**src/rtl/npu_pkg.sv**
```systemverilog
// Shared constants, FSM state encoding and helpers for the NPU streaming front end.
package npu_pkg;

    localparam int DEFAULT_DW = 8;
    localparam int KSZ        = 3;
    localparam int WIN_W      = KSZ * KSZ * DEFAULT_DW;

    typedef enum logic [1:0] {
        IDLE = 2'd0,
        FILL = 2'd1,
        RUN  = 2'd2
    } state_t;

    // Number of valid 3x3 windows (stride 1, no padding) in a w x h frame.
    function automatic int n_windows(input int w, input int h);
        return (w - 2) * (h - 2);
    endfunction

endpackage

```
**src/rtl/conv_window_gen_if.sv**
```systemverilog
// Pixel-in / window-out bundle between a raster pixel source and the window generator.
interface conv_window_gen_if #(
    parameter int DW = 8
);

    logic [DW-1:0]   pix_in;
    logic            pix_en;
    logic [9*DW-1:0] win_out;
    logic            win_en;
    logic            frame_done;
    logic            busy;

    modport master (
        output pix_in, pix_en,
        input  win_out, win_en, frame_done, busy
    );

    modport slave (
        input  pix_in, pix_en,
        output win_out, win_en, frame_done, busy
    );

endinterface

```
**src/rtl/npu_line_buffer.sv**
```systemverilog
// Shift-register delay line: q is the sample written DEPTH shifts ago.
module npu_line_buffer
    import npu_pkg::*;
#(
    parameter int DW    = DEFAULT_DW,
    parameter int DEPTH = 10
) (
    input  logic          clk,
    input  logic          reset,
    input  logic          shift_en,
    input  logic [DW-1:0] d,
    output logic [DW-1:0] q
);

    logic [DW-1:0] mem [DEPTH];

    // Shift one position per accepted pixel; cleared so stale rows start at zero.
    always_ff @(posedge clk or posedge reset) begin
        if (reset) begin
            for (int i = 0; i < DEPTH; i++) begin
                mem[i] <= '0;
            end
        end else if (shift_en) begin
            mem[0] <= d;
            for (int i = 1; i < DEPTH; i++) begin
                mem[i] <= mem[i-1];
            end
        end
    end

    assign q = mem[DEPTH-1];

endmodule

```
**src/rtl/conv_window_gen.sv**
```systemverilog
// Streaming 3x3 sliding-window generator feeding the arithmetic core's 72-bit bus.
module conv_window_gen
    import npu_pkg::*;
#(
    parameter int DW    = DEFAULT_DW,
    parameter int IMG_W = 10,
    parameter int IMG_H = 10
) (
    input  logic             clk,
    input  logic             reset,
    conv_window_gen_if.slave bus
);

    localparam int NPIX = KSZ * KSZ;
    localparam int CW   = $clog2(IMG_W);
    localparam int RW   = $clog2(IMG_H);

    localparam logic [CW-1:0] COL_LAST      = CW'(IMG_W - 1);
    localparam logic [RW-1:0] ROW_LAST      = RW'(IMG_H - 1);
    localparam logic [CW-1:0] COL_FIRST_WIN = CW'(KSZ - 1);
    localparam logic [RW-1:0] ROW_FIRST_WIN = RW'(KSZ - 1);
    localparam logic [RW-1:0] ROW_LAST_FILL = RW'(KSZ - 2);

    logic [CW-1:0]     col;
    logic [RW-1:0]     row;
    state_t            state;
    state_t            state_nxt;
    logic [DW-1:0]     lb0_q;
    logic [DW-1:0]     lb1_q;
    logic [DW-1:0]     win     [NPIX];
    logic [DW-1:0]     win_nxt [NPIX];
    logic [NPIX*DW-1:0] win_packed;
    logic              col_last;
    logic              frame_last;
    logic              win_valid;

    assign col_last   = (col == COL_LAST);
    assign frame_last = col_last && (row == ROW_LAST);
    assign win_valid  = bus.pix_en && (state == RUN)
                        && (row >= ROW_FIRST_WIN) && (col >= COL_FIRST_WIN);

    // lb0 delays the input by one row, lb1 delays lb0 by another row.
    npu_line_buffer #(.DW(DW), .DEPTH(IMG_W)) lb0 (
        .clk      (clk),
        .reset    (reset),
        .shift_en (bus.pix_en),
        .d        (bus.pix_in),
        .q        (lb0_q)
    );

    npu_line_buffer #(.DW(DW), .DEPTH(IMG_W)) lb1 (
        .clk      (clk),
        .reset    (reset),
        .shift_en (bus.pix_en),
        .d        (lb0_q),
        .q        (lb1_q)
    );

    // Raster position of the pixel being accepted; wraps to (0,0) after the frame's last pixel.
    always_ff @(posedge clk or posedge reset) begin
        if (reset) begin
            col <= '0;
            row <= '0;
        end else if (bus.pix_en) begin
            if (col_last) begin
                col <= '0;
                row <= (row == ROW_LAST) ? '0 : row + 1'b1;
            end else begin
                col <= col + 1'b1;
            end
        end
    end

    // Frame-progress state register.
    always_ff @(posedge clk or posedge reset) begin
        if (reset) begin
            state <= IDLE;
        end else begin
            state <= state_nxt;
        end
    end

    // IDLE until a pixel arrives, FILL while the first two rows load, RUN until the last pixel.
    always_comb begin
        state_nxt = state;
        case (state)
            IDLE: if (bus.pix_en) state_nxt = FILL;
            FILL: if (bus.pix_en && col_last && (row == ROW_LAST_FILL)) state_nxt = RUN;
            RUN:  if (bus.pix_en && frame_last) state_nxt = IDLE;
            default: state_nxt = IDLE;
        endcase
    end

    // Next window: every row shifts one column left, the new right column is {lb1, lb0, pixel}.
    always_comb begin
        for (int i = 0; i < NPIX; i++) begin
            win_nxt[i] = win[i];
        end
        for (int rr = 0; rr < KSZ; rr++) begin
            for (int cc = 0; cc < KSZ - 1; cc++) begin
                win_nxt[rr*KSZ + cc] = win[rr*KSZ + cc + 1];
            end
        end
        win_nxt[KSZ-1]   = lb1_q;
        win_nxt[2*KSZ-1] = lb0_q;
        win_nxt[NPIX-1]  = bus.pix_in;
    end

    // Pack the next window with w0 in the MSBs, row-major.
    always_comb begin
        win_packed = '0;
        for (int i = 0; i < NPIX; i++) begin
            win_packed[(NPIX-1-i)*DW +: DW] = win_nxt[i];
        end
    end

    // Window register advances on every accepted pixel, valid or not.
    always_ff @(posedge clk or posedge reset) begin
        if (reset) begin
            for (int i = 0; i < NPIX; i++) begin
                win[i] <= '0;
            end
        end else if (bus.pix_en) begin
            for (int i = 0; i < NPIX; i++) begin
                win[i] <= win_nxt[i];
            end
        end
    end

    // Registered core-facing outputs; win_out holds between valid windows.
    always_ff @(posedge clk or posedge reset) begin
        if (reset) begin
            bus.win_out    <= '0;
            bus.win_en     <= 1'b0;
            bus.frame_done <= 1'b0;
        end else begin
            bus.win_en     <= win_valid;
            bus.frame_done <= win_valid && frame_last;
            if (win_valid) begin
                bus.win_out <= win_packed;
            end
        end
    end

    assign bus.busy = (state != IDLE);

endmodule

```
**src/flat_wrapper.sv**
```systemverilog
// flat-port wrapper written by rule: the top's interface ports become plain ports
module conv_window_gen_flat import npu_pkg::*;
#(
    parameter int DW    = DEFAULT_DW,
    parameter int IMG_W = 10,
    parameter int IMG_H = 10
)
  (clk, reset, bus_pix_in, bus_pix_en, bus_win_out, bus_win_en, bus_frame_done, bus_busy);
  conv_window_gen_if #(.DW(DW)) bus_i ();
  input  logic clk;
  input  logic reset;
  input wire logic [$bits(bus_i.pix_in)-1:0] bus_pix_in;
  input wire logic [$bits(bus_i.pix_en)-1:0] bus_pix_en;
  output wire logic [$bits(bus_i.win_out)-1:0] bus_win_out;
  output wire logic [$bits(bus_i.win_en)-1:0] bus_win_en;
  output wire logic [$bits(bus_i.frame_done)-1:0] bus_frame_done;
  output wire logic [$bits(bus_i.busy)-1:0] bus_busy;
  assign bus_i.pix_in = bus_pix_in;
  assign bus_i.pix_en = bus_pix_en;
  assign bus_win_out = bus_i.win_out;
  assign bus_win_en = bus_i.win_en;
  assign bus_frame_done = bus_i.frame_done;
  assign bus_busy = bus_i.busy;
  conv_window_gen #(.DW(DW), .IMG_W(IMG_W), .IMG_H(IMG_H)) u_core (.clk(clk), .reset(reset), .bus(bus_i));
endmodule
```
**config.mk**
```make
export PLATFORM = sky130hd
export DESIGN_NAME = conv_window_gen_flat
export DESIGN_NICKNAME = d
export VERILOG_FILES = /design/src/rtl/npu_pkg.sv /design/src/rtl/conv_window_gen_if.sv /design/src/rtl/npu_line_buffer.sv /design/src/rtl/conv_window_gen.sv /design/src/flat_wrapper.sv
export SDC_FILE = /design/constraint.sdc
export NUM_CORES = 1
export LEC_CHECK = 0
export BUFFER_PORTS_ARGS = -buffer_cell sky130_fd_sc_hd__buf_2
export CELL_PAD_IN_SITES_DETAIL_PLACEMENT = 1
export CELL_PAD_IN_SITES_GLOBAL_PLACEMENT = 2
export CORE_MARGIN = 2
export CORE_UTILIZATION = 35
export CTS_CLUSTER_SIZE = 8
export DETAILED_ROUTE_END_ITERATION = 6
export PLACE_DENSITY = 0.66
export SYNTH_ARGS = -nofsm -noshare
export SYNTH_HDL_FRONTEND = slang
export SYNTH_SLANG_ARGS = --single-unit
```
**constraint.sdc**
```tcl
create_clock -name clk -period 15.51 [get_ports clk]
set_input_delay 3.102 -clock clk [delete_from_list [all_inputs] [get_ports clk]]
set_output_delay 3.102 -clock clk [all_outputs]
set_load 0.02 [all_outputs]
```
==> results of run 1 <==
## layer usage
metal	up-vias	track usage (%)	share of wire [%]
met5	-	0	0
met4	0	3.99	2.2
met3	34	3.02	4.4
met2	99	20.2	49
met1	2652	15.3	44
li1	2246	-	-
## logic make-up (layout without fill, tap and decap cells)
family	after synthesis	in the layout
simple gates	28	28
xor+xnor	4	4
compound gates	9	9
flops	260	260
buf+inv	32	134
mux	248	248
## metrics by stage
step,power [mW],hold WS [ns],instance area (sq um),setup WS (ns)
final,2.32,0.485,11900,10.41
after global routing,2.47,0.511,11900,10.23
after CTS,2.37,0.487,11900,10.38
after detailed placement,1.63,0.489,10800,9.86
after global placement,1.60,0.480,10800,9.91
after floorplan,1.45,0.460,10100,5.25
## synth_stat cells (all sizes together)
| cell type | n |
|---|---|
| or2 | 1 |
| nor2 | 1 |
| and2 | 1 |
| a21o | 2 |
| nand2 | 6 |
| and4b | 1 |
| a311o | 1 |
| nand4bb | 1 |
| nor4 | 1 |
| mux2 | 248 |
| xnor2 | 3 |
| xor2 | 1 |
| and4bb | 1 |
| nor2b | 3 |
| nand4b | 1 |
| o21ai | 2 |
| o31ai | 2 |
| o211ai | 1 |
| dfrtp | 260 |
| nor3 | 5 |
| buf | 30 |
| nor3b | 1 |
| nand3 | 2 |
| inv | 2 |
| and2b | 1 |
| nand3b | 2 |
| o221a | 1 |
## flip-flops by register name (all words and copies together), names as in the netlist
register / flops
u_core.bus.frame_done: 1
u_core.bus.win_en: 1
u_core.bus.win_out: 72
u_core.col: 4
u_core.lb0.mem: 56
u_core.lb0.q: 8
u_core.lb1.mem: 56
u_core.lb1.q: 8
u_core.row: 4
u_core.state: 2
u_core.win: 48
## worst register-to-register path: cells and delay by family, from the launching register on
kind | cells | cell delay [ns]
buffers and inverters | 1 | 0.72
DFF | 1 | 0.41
muxes | 1 | 0.44
and+or+nand+nor | 2 | 0.44
## power by group through the flow
stage / clock [mW] / combinational, mW / sequential [mW]
5_1_grt: 0.778 / 0.530 / 1.16
3_5_place_dp: 0 / 0.497 / 1.13
6_report: 0.718 / 0.488 / 1.12
2_1_floorplan: 0 / 0.315 / 1.14
4_1_cts: 0.748 / 0.499 / 1.12
3_3_place_gp: 0 / 0.478 / 1.12
## cell type report
cell class / instances / area (sq um) / share of cell area (%)
timing repair buffer: 91 / 477 / 4.02
clock buffer: 39 / 976 / 8.24
inverter: 2 / 15.0 / 0.127
multi-input combinational: 289 / 3360 / 28.3
sequential: 260 / 6510 / 54.9
tap: 384 / 480 / 4.05
clock inverter: 2 / 38.8 / 0.327
## final timing paths
kind                                           startpoint                                  to  slack, ns  depth (start not counted)
max                                            bus_pix_en      u_core.lb0.mem[59]$_DFFE_PP0P_      10.41                          4
min                        u_core.lb1.mem[49]$_DFFE_PP0P_      u_core.lb1.mem[41]$_DFFE_PP0P_       0.48                          1
max reg2reg                   u_core.state[0]$_DFFE_PP0P_  u_core.bus.win_out[70]$_DFFE_PP0P_      13.38                          4
min reg2reg                u_core.lb1.mem[49]$_DFFE_PP0P_      u_core.lb1.mem[41]$_DFFE_PP0P_       0.48                          1
max in group asynchronous                           reset      u_core.lb1.mem[52]$_DFFE_PP0P_      11.31                          3
min in group asynchronous                           reset  u_core.bus.win_out[23]$_DFFE_PP0P_       2.71                          2
==> impl_metrics.toml, run 1 <==
[outcome]
status = "completed"

[sta]
rsz0062_at_grt = "no"
skew_ns = 0.0218
slew_headroom_pct = 31.7
setup_viol = 0
period_minus_slack_ns = 5.10
post-route-period-util_pct = 32.9
tightestPinTransition_ns = 1.02
timing.fmax_mhz = 196
final-hold-violation-count = 0
timing.setup.tns_ns = 0
slew_viol_final = 0

[route]
viasPerCell = 4.72
ant_nets = 0
drtIter0Drc = 177
routedWlPerCell_um = 16.4
drc = 0
vias = 5031
drt_pass1_iterations = 4
drt-total-wl_um = 17500

[die]
fp.dieArea_sq_um = 30300
die_w_um = 174
num_rows = 62
initial_core_util_pct = 35.4
core-area_sq_um = 28600
die_h_um = 174
io_pins = 86

[layout]
layout_commonest_cell = "dfrtp_1"
final_nets = 693
final_util_pct = 41.4
fillers = 2799
layout.cells.non_filler = 1067
diodes = 0
drive_above_1_share_pct = 57.0
syn2layout_area_growth_pct = 17.0
final_cell_mix = "dfrtp_1, mux2_2, buf_2"

[clock_tree]
clkTransAtPathRegs_ns = 0.05
clock_path_buffers = 3
cts_setup_buffers = 0
clock_latency_ns = 0.50
cts_root_buf = "clkbuf_16"
clock_sinks = 260
numCtsBuffers = 38
htreeDepth = 2
cts_resized = 0
cts_hold_buf = 0
cts_tree = "built"

[pwr]
pwr-share-comb_pct = 21.0
p_switching_mw = 0.641
p_int_mw = 1.68
power_density_nw_per_um2 = 196
clkPwrFrac_pct = 30.9
peakVddDrop_uv = 83.5
leakage_nw = 5.41
switching_share_pct = 27.6
pwr-share-seq_pct = 48.1

[synth]
synth_compound_area_share_pct = 0.692
synth_top_area_share_pct = 64.2
postSynthAreaPerCell_sq_um = 17.4
synth.area.top_cells = "dfrtp_1, mux2_2, mux2_4"
synth-seq-area-share_pct = 64.2
ys_ff_latch = 260
netlist_area_sq_um = 10100
netlist_instances = 581
synth_cell_types = 33
synth-xor-area-share_pct = 0.346
synth_top_family_by_area = "multiplexers"
synth_fa_ha_area_share_pct = 0
synth_nets = 592
yosysWarnings = 0
synth-simple-area-share_pct = 1.91
synth_area_leader_cell = "dfrtp_1"
synthMuxAreaShare_pct = 30.1

[setup_path]
worst_ep_arrival_time_ns = 5.48
slowest_delay_ns = 0.83
path_buf_inv = 3
critPathLaunchType = "input pin"
cp_top_family = "buffers and inverters"
crit_chain = "buf_6, buf_4, buf_4, mux2_2"
cp-end-kind = "flop"
crit_path_top_delay_cell = "buf_4"
cp.required_ns = 15.89
path_class = "in -> reg"
critical_path_peak_fanout = 77
crit_top_cell = "buf_4"

[grt]
grt_max_degree = 97
grt_pass1_vias = 5730
track_usage_pct = 12.1
grt_pass1_wl_um = 30200
antenna_found_initial = 0
grt_overflow = 0

[placed_design]
io_buffers = 85
placed_cells = 1026
dpl.hpwl_um = 10800
place.gp.congestion = 0.721

[worst_hold_path]
hold_class = "reg -> reg"

[job]
maxCapViolCount = 0
Power figures use the tool's default switching activity.
==> run 2, diff against run 1 <==
==> constraint.sdc (replaced) <==
create_clock -name clk -period 5.07 [get_ports clk]
set_input_delay 1.014 -clock clk [delete_from_list [all_inputs] [get_ports clk]]
set_output_delay 1.014 -clock clk [all_outputs]
set_load 0.02 [all_outputs]
==> run 2 against run 1 <==
Effect of this change:
- via count rose by 0.78%
- global-route usage rose by 0.12 points
- largest cell class unchanged
- flip-flop and latch count did not move
- clock power rose to 3.0 times the previous value
- critical path type unchanged
- design area rose by 0.11%
- die area did not move
- utilization barely moved
- combinational power rose to 3.1 times the previous value
- sequential share of layout area fell by 0.058 points
- clock skew fell by 0.0025 ns
- register-to-register slack got worse by 10 ns
==> impl_metrics.toml, run 2 (synthesis gave the netlist of run 1 again) <==
[setup_path]
cp-end-kind = "flop"
crit_path_top_delay_cell = "buf_4"
path_buf_inv = 2
cp_top_family = "buffers and inverters"
slowest_delay_ns = 0.70
critical_path_peak_fanout = 64
crit_chain = "buf_6, buf_4, nand2_1, o31ai_1, o211ai_1"
path_class = "in -> reg"
cp.required_ns = 5.41
worst_ep_arrival_time_ns = 2.87
critPathLaunchType = "input pin"

[clock_tree]
clock_path_buffers = 3
clock_sinks = 260
cts_setup_buffers = 0
cts_root_buf = "clkbuf_16"
clkTransAtPathRegs_ns = 0.05
clock_latency_ns = 0.50
cts_tree = "built"
cts_hold_buf = 0
cts_resized = 0
htreeDepth = 2
numCtsBuffers = 38

[layout]
final_cell_mix = "dfrtp_1, mux2_2, buf_2"
multi_input_area_sq_um = 3360
drive_above_1_share_pct = 56.9
largest_register_ffs = 72
largestRegisters = "u_core.bus.win_out x72, u_core.lb0.mem x56, u_core.lb1.mem x56"
max_flop_register = "u_core.bus.win_out"
fillers = 2818
seqCellArea_sq_um = 6510
layout_commonest_cell = "dfrtp_1"
final_util_pct = 41.4
diodes = 0
syn2layout_area_growth_pct = 17.1
final_nets = 693

[sta]
fin_hold_ws_ns = 0.497
skew_ns = 0.0193
final-hold-violation-count = 0
setup_viol = 0
period_minus_slack_ns = 2.53
rsz0062_at_grt = "no"
slew_headroom_pct = 34.5
slew_viol_final = 0
fin_ws_ns = 2.54
timing.setup.tns_ns = 0
tightestPinTransition_ns = 0.983
timing.fmax_mhz = 396
post-route-period-util_pct = 49.9

[route]
routedWlPerCell_um = 16.5
drt-total-wl_um = 17600
drtIter0Drc = 212
viasPerCell = 4.75
drt_pass1_iterations = 4
drc = 0
vias = 5070
ant_nets = 0

[die]
fp.dieArea_sq_um = 30300
initial_core_util_pct = 35.4
num_rows = 62
die_w_um = 174
core-area_sq_um = 28600
io_pins = 86
die_h_um = 174

[job]
maxCapViolCount = 0

[grt]
antenna_found_initial = 0
grt_overflow = 0
grt_pass1_vias = 5701
track_usage_pct = 12.2
grt_pass1_wl_um = 30300
grt_max_degree = 171

[outcome]
status = "completed"

[pwr]
power_density_nw_per_um2 = 596
peakVddDrop_uv = 385
leakage_nw = 5.40

[placed_design]
dpl.hpwl_um = 10600
pre_cts_ws_ns = 1.99
io_buffers = 85
place.gp.congestion = 0.664

[worst_hold_path]
hold_class = "reg -> reg"
==> run 2: metal layers <==
metal / GRT usage (%) / vias to the layer above / routed length, um
met3: 2.76 / 34 / 715
met2: 21.0 / 94 / 8830
met5: 0 / - / 0
met4: 4.13 / 0 / 413
met1: 15.1 / 2693 / 7690
li1: - / 2249 / -
==> run 2: worst paths after layout <==
| kind | depth (start not counted) | endpoint | slack (ns) | start |
|---|---|---|---|---|
| worst min-delay path | 1 | u_core.lb1.mem[36]$_DFFE_PP0P_ | 0.50 | u_core.lb1.mem[44]$_DFFE_PP0P_ |
| max in group asynchronous | 3 | u_core.bus.win_out[35]$_DFFE_PP0P_ | 3.54 | reset |
| worst min register to register | 1 | u_core.lb1.mem[36]$_DFFE_PP0P_ | 0.50 | u_core.lb1.mem[44]$_DFFE_PP0P_ |
| min in group asynchronous | 3 | u_core.row[1]$_DFFE_PP0P_ | 0.69 | reset |
| worst max-delay path | 5 | u_core.row[3]$_DFFE_PP0P_ | 2.54 | bus_pix_en |
| worst max register to register | 4 | u_core.bus.win_out[70]$_DFFE_PP0P_ | 3.12 | u_core.state[0]$_DFFE_PP0P_ |
==> run 2: layout make-up <==
type,instances,share of cell area [%]
well taps,384,4.05
clock buffers,40,8.26
repair buffers,91,4.33
multi-input cells,289,28.3
clock inverters,2,0.116
inverters,2,0.0949
flip-flops and latches,260,54.8
==> run 2: stage by stage <==
step | area [sq um] | instances | total power [mW]
floorplan | 10100 | 581 | 4.45
global placement | 10900 | 1026 | 4.88
detailed placement | 10900 | 1026 | 4.98
CTS | 11900 | 1068 | 7.20
global route | 11900 | 1068 | 7.51
finish | 11900 | 1068 | 7.07
==> run 2: power by group <==
part | leakage, nW | switching (mW) | internal [mW]
clock | 0.490 | 0.808 | 1.35
sequential | 3.18 | 0.529 | 2.88
combinational | 1.73 | 0.624 | 0.876
